`config.mk`:
```
export PLATFORM = sky130hd
export DESIGN_NAME = alu_rr_arbiter
export DESIGN_NICKNAME = d
export VERILOG_FILES = /design/src/rtl/alu_rr_arbiter.sv
export SDC_FILE = /design/constraint.sdc
export NUM_CORES = 1
export LEC_CHECK = 0
export ABC_CLOCK_PERIOD_IN_PS = 3350
export BUFFER_PORTS_ARGS = -buffer_cell sky130_fd_sc_hd__buf_2
export CAP_MARGIN = 20
export CORE_UTILIZATION = 40
export CTS_BUF_LIST = sky130_fd_sc_hd__clkbuf_8
export DETAILED_ROUTE_END_ITERATION = 10
export GPL_TIMING_DRIVEN = 0
export HOLD_SLACK_MARGIN = 0.03
export PLACE_DENSITY = 0.75
export SLEW_MARGIN = 20
export SYNTH_ARGS = -nofsm -noshare
export SYNTH_HDL_FRONTEND = slang
export SYNTH_HIERARCHICAL = 1
export SYNTH_SLANG_ARGS = --single-unit
```
`constraint.sdc`:
```
create_clock -name clk -period 3.35 [get_ports clk]
set_input_delay 0.8375 -clock clk [delete_from_list [all_inputs] [get_ports clk]]
set_output_delay 0.8375 -clock clk [all_outputs]
set_load 0.05 [all_outputs]
```
`src/rtl/alu_rr_arbiter.sv`:
```
// Shares one N-bit ALU between two valid/ready requesters, one operation in flight.
// Arbitration is round-robin unless ALU_ARB_FIXED_PRIO_EN is defined (port 0 wins ties).

module alu_rr_arbiter_alu #(
  parameter int unsigned N = 32
) (
  input  logic [N-1:0] a,
  input  logic [N-1:0] b,
  input  logic [3:0]   sel,
  output logic [N-1:0] alu_output,
  output logic         zero_flag,
  output logic         carry_out
);

  localparam logic [3:0] OP_AND = 4'b0000;
  localparam logic [3:0] OP_OR  = 4'b0001;
  localparam logic [3:0] OP_ADD = 4'b0010;
  localparam logic [3:0] OP_SUB = 4'b0110;

  logic [N:0] sum_add;
  logic [N:0] sum_sub;

  always_comb begin
    sum_add = {1'b0, a} + {1'b0, b};
    sum_sub = {1'b0, a} + {1'b0, ~b} + (N+1)'(1);
    // Carry reports the A+B adder for every op except subtract (carry=1 means no borrow).
    carry_out  = sum_add[N];
    alu_output = '0;
    case (sel)
      OP_ADD: alu_output = sum_add[N-1:0];
      OP_SUB: begin
        alu_output = sum_sub[N-1:0];
        carry_out  = sum_sub[N];
      end
      OP_AND:  alu_output = a & b;
      OP_OR:   alu_output = a | b;
      default: alu_output = '0;
    endcase
    zero_flag = (alu_output == '0);
  end

endmodule

module alu_rr_arbiter #(
  parameter int unsigned N = 32
) (
  input  logic         clk,
  input  logic         rst_n,
  input  logic [1:0]   req_valid,
  output logic [1:0]   req_ready,
  input  logic [N-1:0] req_a0,
  input  logic [N-1:0] req_a1,
  input  logic [N-1:0] req_b0,
  input  logic [N-1:0] req_b1,
  input  logic [3:0]   req_sel0,
  input  logic [3:0]   req_sel1,
  output logic [1:0]   rsp_valid,
  input  logic [1:0]   rsp_ready,
  output logic [N-1:0] rsp_result,
  output logic         rsp_zero,
  output logic         rsp_carry
);

  typedef enum logic [1:0] {
    ST_IDLE = 2'd0,
    ST_EXEC = 2'd1,
    ST_RESP = 2'd2
  } state_e;

  state_e       state_q, state_d;
  logic         last_grant_q, last_grant_d;
  logic         owner_q, owner_d;
  logic [N-1:0] a_q, a_d;
  logic [N-1:0] b_q, b_d;
  logic [3:0]   sel_q, sel_d;
  logic [1:0]   rsp_valid_q, rsp_valid_d;
  logic [N-1:0] rsp_result_q, rsp_result_d;
  logic         rsp_zero_q, rsp_zero_d;
  logic         rsp_carry_q, rsp_carry_d;

  logic         grant;
  logic [N-1:0] alu_output;
  logic         alu_zero;
  logic         alu_carry;

  // The ALU only ever sees the latched operands, so requesters may change inputs after acceptance.
  alu_rr_arbiter_alu #(.N(N)) u_alu (
    .a          (a_q),
    .b          (b_q),
    .sel        (sel_q),
    .alu_output (alu_output),
    .zero_flag  (alu_zero),
    .carry_out  (alu_carry)
  );

  // NOTE: every signal assigned in an always_comb gets a default first, so no latch is inferred.
  always_comb begin
    grant = 1'b0;
    if (req_valid == 2'b11) begin
`ifdef ALU_ARB_FIXED_PRIO_EN
      grant = 1'b0;
`else
      grant = ~last_grant_q;
`endif
    end else if (req_valid[1]) begin
      grant = 1'b1;
    end
  end

  always_comb begin
    req_ready = 2'b00;
    if (rst_n && (state_q == ST_IDLE) && (req_valid != 2'b00)) begin
      req_ready[grant] = 1'b1;
    end
  end

  always_comb begin
    state_d      = state_q;
    last_grant_d = last_grant_q;
    owner_d      = owner_q;
    a_d          = a_q;
    b_d          = b_q;
    sel_d        = sel_q;
    rsp_valid_d  = rsp_valid_q;
    rsp_result_d = rsp_result_q;
    rsp_zero_d   = rsp_zero_q;
    rsp_carry_d  = rsp_carry_q;
    case (state_q)
      ST_IDLE: begin
        if (req_valid != 2'b00) begin
          owner_d      = grant;
          last_grant_d = grant;
          a_d          = grant ? req_a1   : req_a0;
          b_d          = grant ? req_b1   : req_b0;
          sel_d        = grant ? req_sel1 : req_sel0;
          state_d      = ST_EXEC;
        end
      end
      ST_EXEC: begin
        rsp_result_d = alu_output;
        rsp_zero_d   = alu_zero;
        rsp_carry_d  = alu_carry;
        rsp_valid_d  = owner_q ? 2'b10 : 2'b01;
        state_d      = ST_RESP;
      end
      ST_RESP: begin
        if (rsp_ready[owner_q]) begin
          rsp_valid_d = 2'b00;
          state_d     = ST_IDLE;
        end
      end
      default: begin
        rsp_valid_d = 2'b00;
        state_d     = ST_IDLE;
      end
    endcase
  end

  // NOTE: sequential state uses non-blocking assignments only, so every flop samples pre-edge values.
  always_ff @(posedge clk) begin
    if (!rst_n) begin
      // NOTE: the operand registers are plain flops, not a RAM, so they can and do take a reset value.
      state_q      <= ST_IDLE;
      last_grant_q <= 1'b1;
      owner_q      <= 1'b0;
      a_q          <= '0;
      b_q          <= '0;
      sel_q        <= '0;
      rsp_valid_q  <= 2'b00;
      rsp_result_q <= '0;
      rsp_zero_q   <= 1'b0;
      rsp_carry_q  <= 1'b0;
    end else begin
      state_q      <= state_d;
      last_grant_q <= last_grant_d;
      owner_q      <= owner_d;
      a_q          <= a_d;
      b_q          <= b_d;
      sel_q        <= sel_d;
      rsp_valid_q  <= rsp_valid_d;
      rsp_result_q <= rsp_result_d;
      rsp_zero_q   <= rsp_zero_d;
      rsp_carry_q  <= rsp_carry_d;
    end
  end

  assign rsp_valid  = rsp_valid_q;
  assign rsp_result = rsp_result_q;
  assign rsp_zero   = rsp_zero_q;
  assign rsp_carry  = rsp_carry_q;

  a_rsp_valid_onehot : assert property (@(posedge clk) disable iff (!rst_n) rsp_valid_q != 2'b11);

endmodule

```
Yosys cells after proc, flatten, opt, wreduce, memory -nomap -nowiden
Cells that the tools add are included.

Word-level logic and storage cells: 56. Memories kept: 0. Output and inout bits: 38. Bits in latches: 0. Input port bits: 142. Bits in registers: 108. Memory bits (writable): 0. Bits in read-only memories: 0.

Muxes and demuxes: 17. Reduce and logical (&&, ||, !) cells: 10. Magnitude comparators: 3. Shift operators: 0. Divide/modulo/power cells: 0. Bitwise gates (word level): 5. $add $sub $neg: 3. Equal/unequal tests: 8. Multipliers: 0.

Operators by type and width (count): case mux 32 bit (4 select lines) (1); adder 32 x 32 -> 33 bit (2); 2-to-1 mux 32 bit (2); adder 33 x 1 -> 33 bit (second input constant) (1); bitwise AND 32 bit (1); logical NOT 32 bit (1); inverter 32 bit (1); bitwise OR 32 bit (1); case mux 2 bit (3 select lines) (2); 2-to-1 mux 2 bit (4); 2-to-1 mux 1 bit (6); AND reduction 2 bit (3); equality test 2 bit (second input constant) (2); equality test 4 x 1 -> 1 bit (second input constant) (1); equality test 4 x 2 -> 1 bit (second input constant) (1); equality test 4 x 3 -> 1 bit (second input constant) (1); logical NOT 4 bit (1); less-than comparator 1 x 2 -> 1 bit (second input constant) (2); 2-to-1 mux 4 bit (1); logical AND 1 bit (3); equality test 2 x 1 -> 1 bit (second input constant) (1); logical NOT 2 bit (1); != test 2 x 1 -> 1 bit (second input constant) (1); != test 2 bit (second input constant) (1); 4 further kinds (5).

Logic depth before layout (Yosys ltp)
Gate-level depths: netlist of run 1.

Depth in word-level cells: 7. Gate-level depth with buffers: 17. Gate-level depth less buffers: 17.

Modules after synthesis
Netlist of run 1, hierarchy kept.

By module, submodules not included: alu_rr_arbiter_alu (cells each 747, area each 5076.1 um^2, sequential area each 0.0 um^2, instances 1); alu_rr_arbiter (cells each 567, area each 4509.3 um^2, sequential area each 2162.1 um^2, instances 1).

Worst setup path before layout of run 1
OpenSTA, ideal clock, no wires.

Kind: register to register. Start: reg a_q[1]. End: reg rsp_zero_q (netlist: rsp_zero). Library setup time: 72 ps. Slack: -199 ps. Arrival time: 3477 ps. Clock period less this slack: 3549 ps. Stages on the path, launching flop included: 16. Data required time: 3278 ps. Path buffers: 0. Path through: dfxtp_1 -> inv_1 -> ha_1 -> o21ba_2 -> or4_4 -> a211oi_2 -> nor2_1 -> a221oi_1 -> xnor2_1 -> o221ai_1 -> or4_4 -> nor4_2 -> nand4_1 -> nor3_2 -> nand2_1 -> a21oi_1.

Cells in the longest elaborated chain, start to end: 4. Elaborated cells between the ends (all ways): 7. Those cells by class: 3 x add/sub; 1 x mux; 2 x bitwise; 1 x reduce/logical.

Ends and longest elaborated chain: start, declared (RTL line 73) `logic [N-1:0] a_q, a_d;`; start signal, assigned (RTL line 166) `a_q <= '0;`; start signal, assigned (RTL line 177) `a_q <= a_d;`; adder 32 x 32 -> 33 bit (RTL line 25) `sum_sub = {1'b0, a} + {1'b0, ~b} + (N+1)'(1);`; adder 33 x 1 -> 33 bit (RTL line 25); case mux 32 bit (4 select lines) (*) (RTL line 29) `case (sel)`; named net alu_output[11] (RTL line 82) `logic [N-1:0] alu_output;`; logical NOT 32 bit (*) (RTL line 39) `zero_flag = (alu_output == '0);`; named net alu_zero (RTL line 83) `logic alu_zero;`; end signal, assigned (RTL line 182) `rsp_zero_q <= rsp_zero_d;`; end, declared (RTL line 78) `logic rsp_zero_q, rsp_zero_d;`.

Mark *: on every way through the listed nets, which the timed path passes. The rest lies on a longest branch. A chain may end at the register's enable or synchronous reset.

Worst setup path in the final report of run 1
Ends and elaborated chain as after synthesis.

==> summary.md, run 1 <==
| Metric | Value |
|---|---|
| Status | `finished, violations left` |
| Failing checks | `negative setup slack` |
| Pleak | `4.977 nW` |
| Input/output buffers | `179` |
| Fmax achieved | `0.2523 GHz` |
| Setup WS pre-CTS | `-825.5 ps` |
| Final Max Tran Viols | `0` |
| Synth top area share | `22.56%` |
| Worst-margin pin slew | `849.5 ps` |
| WL final | `36180 microns` |
| Multi-input gate area | `7108 sq um` |
| Initial core utilization | `40.84%` |
| Chip height | `156.8 microns` |
| First-pass GRT wire length | `55370 microns` |
| Most common cell on crit path | `or4_4` |
| Slowest-stage cell, CP | `or4_4` |
| Crit path max fanout | `3` |
| H-tree Lvls | `3` |
| Vias per cell | `5.820` |
| Worst hold slack | `456.4 ps` |
| Mapped Area | `9585 sq um` |
| WL met3 | `3307 microns` |
| # IOs | `180` |
| DRT met1 WL | `16460 microns` |
| Vias in the first global route | `9920` |
| CTS tree | `done` |
| Syn nets | `1563` |
| # fillers | `2345` |
| Crit-path cells | `inv_4 -> ha_4 -> o21ba_4 -> or4_4 -> a211oi_4 -> nor2_2 -> a221oi_2 -> xnor2_1 -> o221ai_1 -> or4_4 -> nor4_4 -> nand4_1 -> nor3_2 -> nand2_1 -> a21oi_1` |
| Top cell type by total area after synthesis | `dfxtp_1` |
| Crit path launch type | `register` |
| Detailed placement HPWL | `28570 microns` |
| Initial antenna violation count | `0` |
| Worst path max stage delay | `570 ps` |
| Synth unique cells | `89` |
| Yosys Warn Count | `6` |
| Share of cells above drive strength 1 | `25.80%` |
| Gr usage total | `29.47%` |
| Number of synthesized flops with an enable pin | `0` |
| Setup ws final | `-613.8 ps` |
| FP Rows | `56` |
| Grt total ovfl | `0` |
| Mapped Cells | `1314` |
| Critical Path AT | `4290 ps` |
| Clock skew | `20.96 ps` |
| CP Capture Type | `register` |
| Final Hold Vio Count | `0` |
| Num CTS Buffers | `9` |
| Top routing layer used | `met4` |
| Worst hold path class | `reg2reg` |
| Worst EP required | `3680 ps` |
| Worst Setup Path Type | `reg2reg` |
| Area growth syn-to-layout | `23.27%` |
| Core ar. | `23470 sq um` |
| Initial drt markers | `988` |
| Register area | `2221 sq um` |
| WL/cell | `19.64 microns` |
| Die Area | `24590 sq um` |
| RSZ-0062 raised after global routing | `yes` |
| Metal2 WL | `15570 microns` |
| Setup-failing EPs final | `3` |
| R2R depth | `15` |
| Register area share after synthesis | `22.56%` |
| Hold Path Cell Cnt | `2` |
| # nets final | `1767` |
| Avg Synthesized Cell Area | `7.295 sq um` |
| VDD IR max | `0.0002323 V` |
| Post-synth ARST share | `0%` |
| Pwr Density | `470.0 nW/um^2` |
| DRC | `0` |
| Latest clock arrival within the worst-skew pair | `410 ps` |
| Main synth FF type | `dfxtp_1` |
| CTS root buffer | `clkbuf_8` |
| Final Cycle Share | `118.3%` |
| Largest net degree at the start of global routing | `22` |
| Max-cap check violation count | `0` |
| Worst-path clk slew | `130 ps` |
| CTS max path bufs | `2` |
| Synth Register Bits | `108` |
| Largest cells by area after synthesis | `dfxtp_1 (23%), ha_1 (14%), nand2_1 (11%)` |
| N_diodes | `0` |
| Final GP Congestion | `0.9924` |
| Hold_buf cts | `0` |
| TritonRoute pass-1 iters | `6` |
| Die W | `156.8 microns` |
| Slew margin rel. | `43.37%` |
| Fin crit period | `3964 ps` |
| Post-route ant nets | `0` |
| Vias | `10720` |
| TritonCTS Sinks | `108` |
## cells in the mapped netlist (all sizes together) (3+ instances only)
cell	count
nand2b	10
or2	3
inv	100
a211oi	11
o221ai	24
buf	34
o31ai	7
or3	5
nand3	16
dfxtp	108
o21ai	38
mux2i	6
nor2	53
o21bai	13
a311oi	70
and2	13
a21oi	171
nor2b	7
xnor2	23
nor3	21
o2bb2ai	4
o211ai	10
nor4	13
clkbuf	63
xor2	4
nor3b	3
a21boi	6
a21o	12
o22ai	4
and3	7
a2111oi	5
a31oi	10
nand2	272
ha	105
a221oi	9
a211o	6
nand4	8
or4	3
## critical path: cells and delay by family, from the launching register on
| family | cells | cell delay (ps) |
|---|---|---|
| adders and majority gates | 1 | 230 |
| xor gates and xnor gates | 1 | 150 |
| AOI/OAI and AO/OA | 5 | 1060 |
| and+or+nand+nor | 7 | 2000 |
| buffers and inverters | 1 | 40 |
| DFF | 1 | 390 |
## metal layers
layer,GRT usage (%),up-vias
met5,0,-
met4,9.991,0
met3,3.462,57
met2,44.57,575
met1,42.77,5016
li1,-,5073
## cell families after synthesis
family	Yosys count	share of synthesized area, %
flip-flops	108	22.56
multiplexers	7	0.7440
AO/OA/AOI/OAI	426	31.04
adder cells (fa/ha/maj)	107	14.12
AND/OR/NAND/NOR	441	20.57
buffers and inverters	198	8.498
XOR/XNOR	27	2.467
## repair_timing
item                       4_1_cts  5_1_grt
setup endpoints to repair       12       17
pin swaps                       20       29
setup buffers                   12        7
resized for setup               73       77
## where the power goes
part	leakage (nW)	internal, mW	switching [mW]
combinational	3.97	1.13	1.91
sequential	0.900	1.42	0.156
clock	0.110	0.373	0.564
## state kept, by name, summed over array words and instances (netlist names), 2 cells and up
signal,flops
a_q,32
b_q,32
rsp_result,32
rsp_valid,2
sel_q,4
state_q,2
## layout make-up
cell class | instances | share of cell area, %
multi-input combinational | 1008 | 60.15
sequential | 108 | 18.80
timing repair buffer | 198 | 8.820
buffer | 93 | 3.685
tap | 319 | 3.378
inverter | 100 | 3.219
clock buffer | 9 | 1.048
clock inverter | 7 | 0.9000
## final timing paths
| path | startpoint | slack, ps | end |
|---|---|---|---|
| max | a_q[1] | -610 | rsp_zero |
| min | rsp_result[12] | 460 | rsp_result[12] |
| max reg2reg | a_q[1] | -610 | rsp_zero |
| min reg2reg | rsp_result[12] | 460 | rsp_result[12] |
## metrics by stage
stage               utilization (%)  std cells  power (mW)  setup TNS (ps)  instance area, sq um
floorplan                         -       1314       3.419               0                  9598
global placement              46.41       1812       4.164           -2236                 10890
detailed placement            46.41       1812       4.186           -1931                 10890
CTS                           48.95       1836       5.301          -536.7                 11490
global route                  50.34       1842       5.855           -1323                 11820
finish                        50.34       1842       5.554          -815.0                 11820
## cell usage in the layout (no fill, tap or decap), types with 7 or more instances in the layout
master and count:
a211oi_1 8, a21o_1 12, a21oi_1 161, a21oi_2 8
a311oi_1 61, a311oi_2 9, a31oi_1 7, and2_1 10
and3_1 7, buf_2 201, buf_4 20, clkbuf_1 50
clkbuf_2 8, clkbuf_8 9, dfxtp_1 81, dfxtp_2 17
dfxtp_4 10, ha_1 95, ha_2 8, inv_1 94
nand2_1 272, nand2b_1 9, nand3_1 16, nand4_1 8
nor2_1 50, nor3_1 15, nor4_1 7, o211ai_1 10
o21ai_0 27, o21bai_1 13, o221ai_1 14, o221ai_2 10
xnor2_1 22
No activity file was read; power rests on OpenSTA's default activity.
==> inputs of run 2 (changes only) <==
--- a/config.mk
+++ b/config.mk
@@ -5,7 +5,7 @@
 export SDC_FILE = /design/constraint.sdc
 export NUM_CORES = 1
 export LEC_CHECK = 0
-export ABC_CLOCK_PERIOD_IN_PS = 3350
+export ABC_CLOCK_PERIOD_IN_PS = 3600
 export BUFFER_PORTS_ARGS = -buffer_cell sky130_fd_sc_hd__buf_2
 export CAP_MARGIN = 20
 export CORE_UTILIZATION = 40
@@ -19,3 +19,4 @@
 export SYNTH_HDL_FRONTEND = slang
 export SYNTH_HIERARCHICAL = 1
 export SYNTH_SLANG_ARGS = --single-unit
+export TNS_END_PERCENT = 1
==> constraint.sdc (replaced) <==
create_clock -name clk -period 3.6 [get_ports clk]
set_input_delay 0.9 -clock clk [delete_from_list [all_inputs] [get_ports clk]]
set_output_delay 0.9 -clock clk [all_outputs]
set_load 0.05 [all_outputs]
==> run 2 against run 1 <==
The flow still finishes with violations (negative setup slack). Fmax grew 1.1%. Global-route usage shrank 0.13 points. Non-clock buffer count decreased by 11. Worst setup slack better by 290 ps. Clock-buffer cell count stayed put. Routed wire length decreased by 0.26%. Via count is essentially flat. Sequential power down 6%. Sequential share of layout area rose by 0.25 points. Critical path depth rose by 1. Sequential cell count unchanged. Clock power shrank 0.5%. Critical path type unchanged. Critical endpoint unchanged.
==> summary.md, run 2 (synthesis gave the netlist of run 1 again) <==
| Metric | Value |
|---|---|
| CP Capture Type | `register` |
| Hold Path Cell Cnt | `2` |
| Crit path launch type | `register` |
| Vias | `10720` |
| WL/cell | `19.71 microns` |
| H-tree Lvls | `3` |
| Initial core utilization | `40.84%` |
| Sw frac | `46.90%` |
| First-pass GRT wire length | `55100 microns` |
| Worst-path clk slew | `130 ps` |
| Fmax achieved | `0.2551 GHz` |
| Initial antenna violation count | `0` |
| Worst EP required | `3950 ps` |
| Design area | `11510 sq um` |
| Num CTS Buffers | `9` |
| Vias per cell | `5.852` |
| Failing checks | `negative setup slack` |
| TritonRoute pass-1 iters | `6` |
| Input/output buffers | `179` |
| FP Rows | `56` |
| DRC | `0` |
| CTS root buffer | `clkbuf_8` |
| Max-cap check violation count | `0` |
| Vias in the first global route | `9872` |
| Core ar. | `23470 sq um` |
| Largest net degree at the start of global routing | `21` |
| Final Cycle Share | `108.9%` |
| WL final | `36090 microns` |
| Detailed placement HPWL | `28760 microns` |
| Comb power frac | `52.8%` |
| Setup ws final | `-319.4 ps` |
| Latest clock arrival within the worst-skew pair | `420 ps` |
| Clock skew | `23.95 ps` |
| # IOs | `180` |
| Fin crit period | `3919 ps` |
| CTS tree | `done` |
| Worst reg2reg startpoint | `a_q[1]` |
| Chip height | `156.8 microns` |
| Gr usage total | `29.34%` |
| Slew margin rel. | `38.65%` |
| Share of cells above drive strength 1 | `22.22%` |
| P_int | `2.712 mW` |
| VDD IR max | `0.0002334 V` |
| Grt total ovfl | `0` |
| Number of cells after detailed placement | `1812` |
| Most frequent cells in the layout | `nand2_1 (272), buf_2 (201), a21oi_1 (165)` |
| Worst-margin pin slew | `920.2 ps` |
| Die Area | `24590 sq um` |
| Total net switching power | `2.395 mW` |
| Pwr Density | `443.8 nW/um^2` |
| Initial drt markers | `959` |
| N_diodes | `0` |
| Hold path start | `rsp_result[25]` |
| CP startpoint | `a_q[1]` |
| # nets final | `1756` |
| Final GP Congestion | `0.9850` |
| Critical Path AT | `4270 ps` |
| Overall power | `5.108 mW` |
| Clock Power Share | `18.2%` |
| Utilization after layout | `49.03%` |
| Final Max Tran Viols | `0` |
| CTS max path bufs | `2` |
| Crit path max fanout | `5` |
| Area growth syn-to-layout | `20.06%` |
| Placed cell areas | `10880 sq um` |
| RSZ-0062 raised after global routing | `yes` |
| Fin cells | `1831` |
| Post-route ant nets | `0` |
| R2R depth | `16` |
| Die W | `156.8 microns` |
| Final Hold Vio Count | `0` |
| Seq pwr share | `28.9%` |
| Pleak | `4.876 nW` |
| Worst hold path class | `reg2reg` |
| Worst Setup Path Type | `reg2reg` |
| Most common cell after layout, fill and taps aside | `nand2_1` |
| TritonCTS Sinks | `108` |
| Status | `finished, violations left` |
| Setup-failing EPs final | `1` |
## run 2: timing repair
item / CTS / global route
pin swaps: 17 / 13
endpoints found under the setup margin: 4 / 7
hold buffers: 0 / 0
gates resized for setup: 53 / 36
buffers inserted: 3 / 4
## run 2: worst paths after layout
path | slack (ps) | end
setup / recovery | -320 | rsp_zero
hold / removal | 460 | rsp_result[25]
setup reg to reg | -320 | rsp_zero
hold reg to reg | 460 | rsp_result[25]
## run 2: metal layers
layer  GRT usage (%)  share of wire (%)  wire [microns]
met5               0                  0               0
met4           12.32                2.8            1026
met3           4.431                 10            3633
met2           44.11                 42           15320
met1           41.30                 45           16100
## run 2: area by class of cell
| cell class | count | area (sq um) |
|---|---|---|
| clock inverters | 7 | 116.4 |
| flip-flops and latches | 108 | 2192 |
| plain buffers | 94 | 431.7 |
| fillers | 2356 | 11960 |
| clock buffers | 9 | 123.9 |
| repair buffers | 186 | 948.4 |
| multi-input cells | 1008 | 6917 |
| inverters | 100 | 380.4 |
| well taps | 319 | 399.1 |
## run 2: worst max-delay path, cell delays in order (launching register included)
cell	delay, ps
dfxtp_4	420
inv_4	60
ha_4	230
o21ba_4	220
or4_4	580
a211oi_4	300
buf_4	160
o21ai_2	90
a2111oi_4	380
nor3_1	100
o21ai_1	180
xnor2_1	180
o221ai_2	220
or3_1	430
nor3_2	100
nand2_1	70
a21oi_1	150
## run 2: stage by stage
step | setup WS (ps) | hold slack, ps | setup TNS (ps)
2_1_floorplan | 51.21 | 452.4 | 0
3_3_place_gp | -593.5 | 440.8 | -911.3
3_5_place_dp | -616.5 | 443.2 | -1001
4_1_cts | -299.7 | 459.8 | -299.7
5_1_grt | -483.6 | 482.0 | -578.7
6_report | -319.4 | 457.6 | -319.4
## run 2: power by group through the flow
stage / Sequential (mW) / Clock (mW) / Combinational (mW)
2_1_floorplan: 1.50 / 0 / 1.67
3_3_place_gp: 1.48 / 0 / 2.40
3_5_place_dp: 1.49 / 0 / 2.41
4_1_cts: 1.47 / 0.938 / 2.54
5_1_grt: 1.49 / 0.974 / 2.91
6_report: 1.48 / 0.932 / 2.70
==> inputs of run 3 (changes only) <==
--- a/config.mk
+++ b/config.mk
@@ -5,15 +5,17 @@
 export SDC_FILE = /design/constraint.sdc
 export NUM_CORES = 1
 export LEC_CHECK = 0
+export ABC_AREA = 1
 export ABC_CLOCK_PERIOD_IN_PS = 3600
 export BUFFER_PORTS_ARGS = -buffer_cell sky130_fd_sc_hd__buf_2
 export CAP_MARGIN = 20
 export CORE_UTILIZATION = 40
 export CTS_BUF_LIST = sky130_fd_sc_hd__clkbuf_8
+export CTS_CLUSTER_DIAMETER = 80
 export DETAILED_ROUTE_END_ITERATION = 10
 export GPL_TIMING_DRIVEN = 0
 export HOLD_SLACK_MARGIN = 0.03
-export PLACE_DENSITY = 0.75
+export PLACE_DENSITY = 0.74
 export SLEW_MARGIN = 20
 export SYNTH_ARGS = -nofsm -noshare
 export SYNTH_HDL_FRONTEND = slang
==> run 3 against run 2 <==
Sequential share of layout area fell by 2.1 points. Critical path type unchanged. Register-to-register slack improved by 560 ps. Clock-buffer cell count did not move. The run now ends clean.
==> summary.md, run 3 <==
| Metric | Value |
|---|---|
| First-pass GRT wire length | `62930 microns` |
| Initial antenna violation count | `0` |
| Slew margin rel. | `36.56%` |
| Worst-path clk slew | `150 ps` |
| Num CTS Buffers | `9` |
| Largest cells by area after synthesis | `nand2_1 (21%), dfxtp_1 (19%), inv_1 (13%)` |
| Number of synthesized flops with an enable pin | `0` |
| R2R Setup Slk | `240 ps` |
| CTS tree | `done` |
| Worst-margin pin slew | `948.2 ps` |
| Setup WS pre-CTS | `238.7 ps` |
| Status | `complete, no violations` |
| Crit-path cells | `inv_1 -> ha_1 -> inv_1 -> a21oi_1 -> o21ai_0 -> nand2_1 -> nand3_1 -> a21oi_1 -> nand3_1 -> nand3_1 -> nand3_1 -> nor2_1 -> nand3_1 -> nor2_2 -> o21ai_0 -> nor2_1` |
| RR Endpoint | `rsp_zero` |
| Yosys Warn Count | `6` |
| Avg Synthesized Cell Area | `5.545 sq um` |
| Main synth FF type | `dfxtp_1` |
| CTS max path bufs | `2` |
| Hold path start | `rsp_result[16]` |
| Post-route ant nets | `0` |
| Critical Path AT | `3740 ps` |
| Crit path buffers/inverters | `2` |
| Vias per cell | `5.014` |
| Pwr Density | `409.9 nW/um^2` |
| Clock Power Share | `16.9%` |
| Worst EP required | `3980 ps` |
| Die Area | `28620 sq um` |
| Crit path max-delay family | `simple AND/OR/NAND/NOR gates` |
| Hold Crit Endpoint | `rsp_result[16]` |
| Top cell type by total area after synthesis | `nand2_1` |
| Mapped Area | `11180 sq um` |
| Total net switching power | `2.743 mW` |
| Most common cell after layout, fill and taps aside | `nand2_1` |
| # nets final | `2455` |
| Final setup TNS | `0 ps` |
| Fmax achieved | `0.2976 GHz` |
| Post-synth ARST share | `0%` |
| FP Rows | `60` |
| Synth top area share | `21.05%` |
| Final Max Tran Viols | `0` |
| Setup ws final | `239.3 ps` |
| Core ar. | `27180 sq um` |
| Gr usage total | `28.79%` |
| Detailed placement HPWL | `34390 microns` |
| Register area share after synthesis | `19.34%` |
| Final Cycle Share | `93.35%` |
| Worst reg2reg startpoint | `a_q[24]` |
| Clock skew | `37.65 ps` |
| CP Capture Type | `register` |
| Worst hold path class | `reg2reg` |
| Synth unique cells | `35` |
| Final Hold Vio Count | `0` |
| Die W | `169.2 microns` |
| Most frequent cells in the layout | `nand2_1 (627), inv_1 (386), nor2_1 (222)` |
| Pleak | `7.391 nW` |
| Post-synth top cells | `nand2_1 (627), inv_1 (386), nor2_1 (223), nand3_1 (160), o21ai_0 (117)` |
| Chip height | `169.2 microns` |
| TritonCTS Sinks | `108` |
| CTS root buffer | `clkbuf_8` |
| Global route hottest layer | `met2` |
| Crit path launch type | `register` |
| Fin crit period | `3361 ps` |
| WL final | `41180 microns` |
| Met3 Use GR | `2.682%` |
| Vias | `12950` |
| DRC | `0` |
| Slowest-stage cell, CP | `dfxtp_1` |
| Input/output buffers | `179` |
| Vias in the first global route | `11800` |
| Initial drt markers | `1030` |
| Mapped Cells | `2016` |
| Latest clock arrival within the worst-skew pair | `440 ps` |
| P_int | `2.490 mW` |
| Hold Path Cell Cnt | `2` |
| TritonRoute pass-1 iters | `6` |
| Comb power frac | `54.9%` |
| VDD IR max | `0.0001827 V` |
| Register area | `2162 sq um` |
| Synth Register Bits | `108` |
| Worst Setup Path Type | `reg2reg` |
| Most common cell on crit path | `nand3_1` |
| N_diodes | `0` |
| Seq pwr share | `28.2%` |
| Setup-failing EPs final | `0` |
| Area growth syn-to-layout | `14.20%` |
| WL/cell | `15.94 microns` |
| R2R depth | `16` |
| GR Util met1 | `41.61%` |
| Final GP Congestion | `0.9976` |
| Initial core utilization | `41.14%` |
| Worst path max stage delay | `460 ps` |
| Max-cap check violation count | `0` |
| Met2 Use GR | `45.75%` |
| Multi-input gate area | `7152 sq um` |
| Count leader, synth | `nand2_1` |
| H-tree Lvls | `3` |
| # fillers | `3114` |
| Share of cells above drive strength 1 | `12.71%` |
| Crit path max fanout | `7` |
| Syn nets | `2265` |
| # IOs | `180` |
| Sw frac | `52.41%` |
| Grt total ovfl | `0` |
| Largest net degree at the start of global routing | `24` |
## run 3: cell types whose count changed in the layout (fill, tap and decap cells not counted), sizes merged, moves of 14 or more
cell,previous run,this run
nand2,272,631
inv,103,398
nor2,53,235
nand3,16,164
o21ai,38,117
a311oi,70,0
a21oi,171,111
clkbuf,69,27
o221ai,24,0
xnor2,23,1
o22ai,4,24
buf,219,233
## run 3: logic make-up after synthesis
logic type,Yosys count,synth area share [%]
simple gates,1072,39.50
buf+inv,466,16.77
compound gates,262,12.21
flops,108,19.34
fa+ha+maj,107,12.11
xor+xnor,1,0.07836
## run 3: final cells by class
type	instances	share of cell area [%]
inverter	394	11.58
clock buffer	9	0.9702
tap	372	3.646
sequential	108	16.93
multi-input combinational	1442	56.02
clock inverter	7	0.7350
buffer	72	3.097
timing repair buffer	179	7.017
## run 3: per-stage QoR
stage	power, mW	instance area (sq um)	util, %	hold WS (ps)	cells
6_report	5.233	12770	46.98	489.9	2583
3_5_place_dp	4.310	12540	46.15	465.6	2567
3_3_place_gp	4.265	12540	46.15	460.2	2567
2_1_floorplan	3.431	11180	-	454.9	2016
4_1_cts	5.190	12760	46.95	493.0	2583
5_1_grt	5.629	12770	46.98	512.6	2583
## run 3: how the worst max path moves through the flow
stage                     cells past startpoint           end    startpoint
final                                        16      rsp_zero       a_q[24]
after global routing                         22      rsp_zero        b_q[0]
after CTS                                    22      rsp_zero        b_q[0]
after detailed placement                     22      rsp_zero        b_q[0]
after global placement                       16      rsp_zero       a_q[24]
after floorplan                               5  req_ready[0]  req_valid[0]
## run 3: timing repair
action	in CTS	in global routing
hold buffers	0	0
buffers inserted	0	0
endpoints found under the setup margin	0	1
resized for setup	0	3
## run 3: per-layer routing
layer  wire [microns]  vias up
met5                0        -
met4              702        0
met3             3285       38
met2            17580      543
met1            19610     5818
li1                 -     6553
## run 3: tightest hold or removal path, stage by stage, from the launching register on
cell     delay, ps
dfxtp_1        340
nor2_1          50
nor2_1          80
## run 3: power by group through the flow
stage | clock, mW | sequential (mW) | combinational [mW]
3_3_place_gp | 0 | 1.49 | 2.77
3_5_place_dp | 0 | 1.50 | 2.81
4_1_cts | 0.895 | 1.47 | 2.82
5_1_grt | 0.933 | 1.50 | 3.20
2_1_floorplan | 0 | 1.60 | 1.83
6_report | 0.885 | 1.47 | 2.87
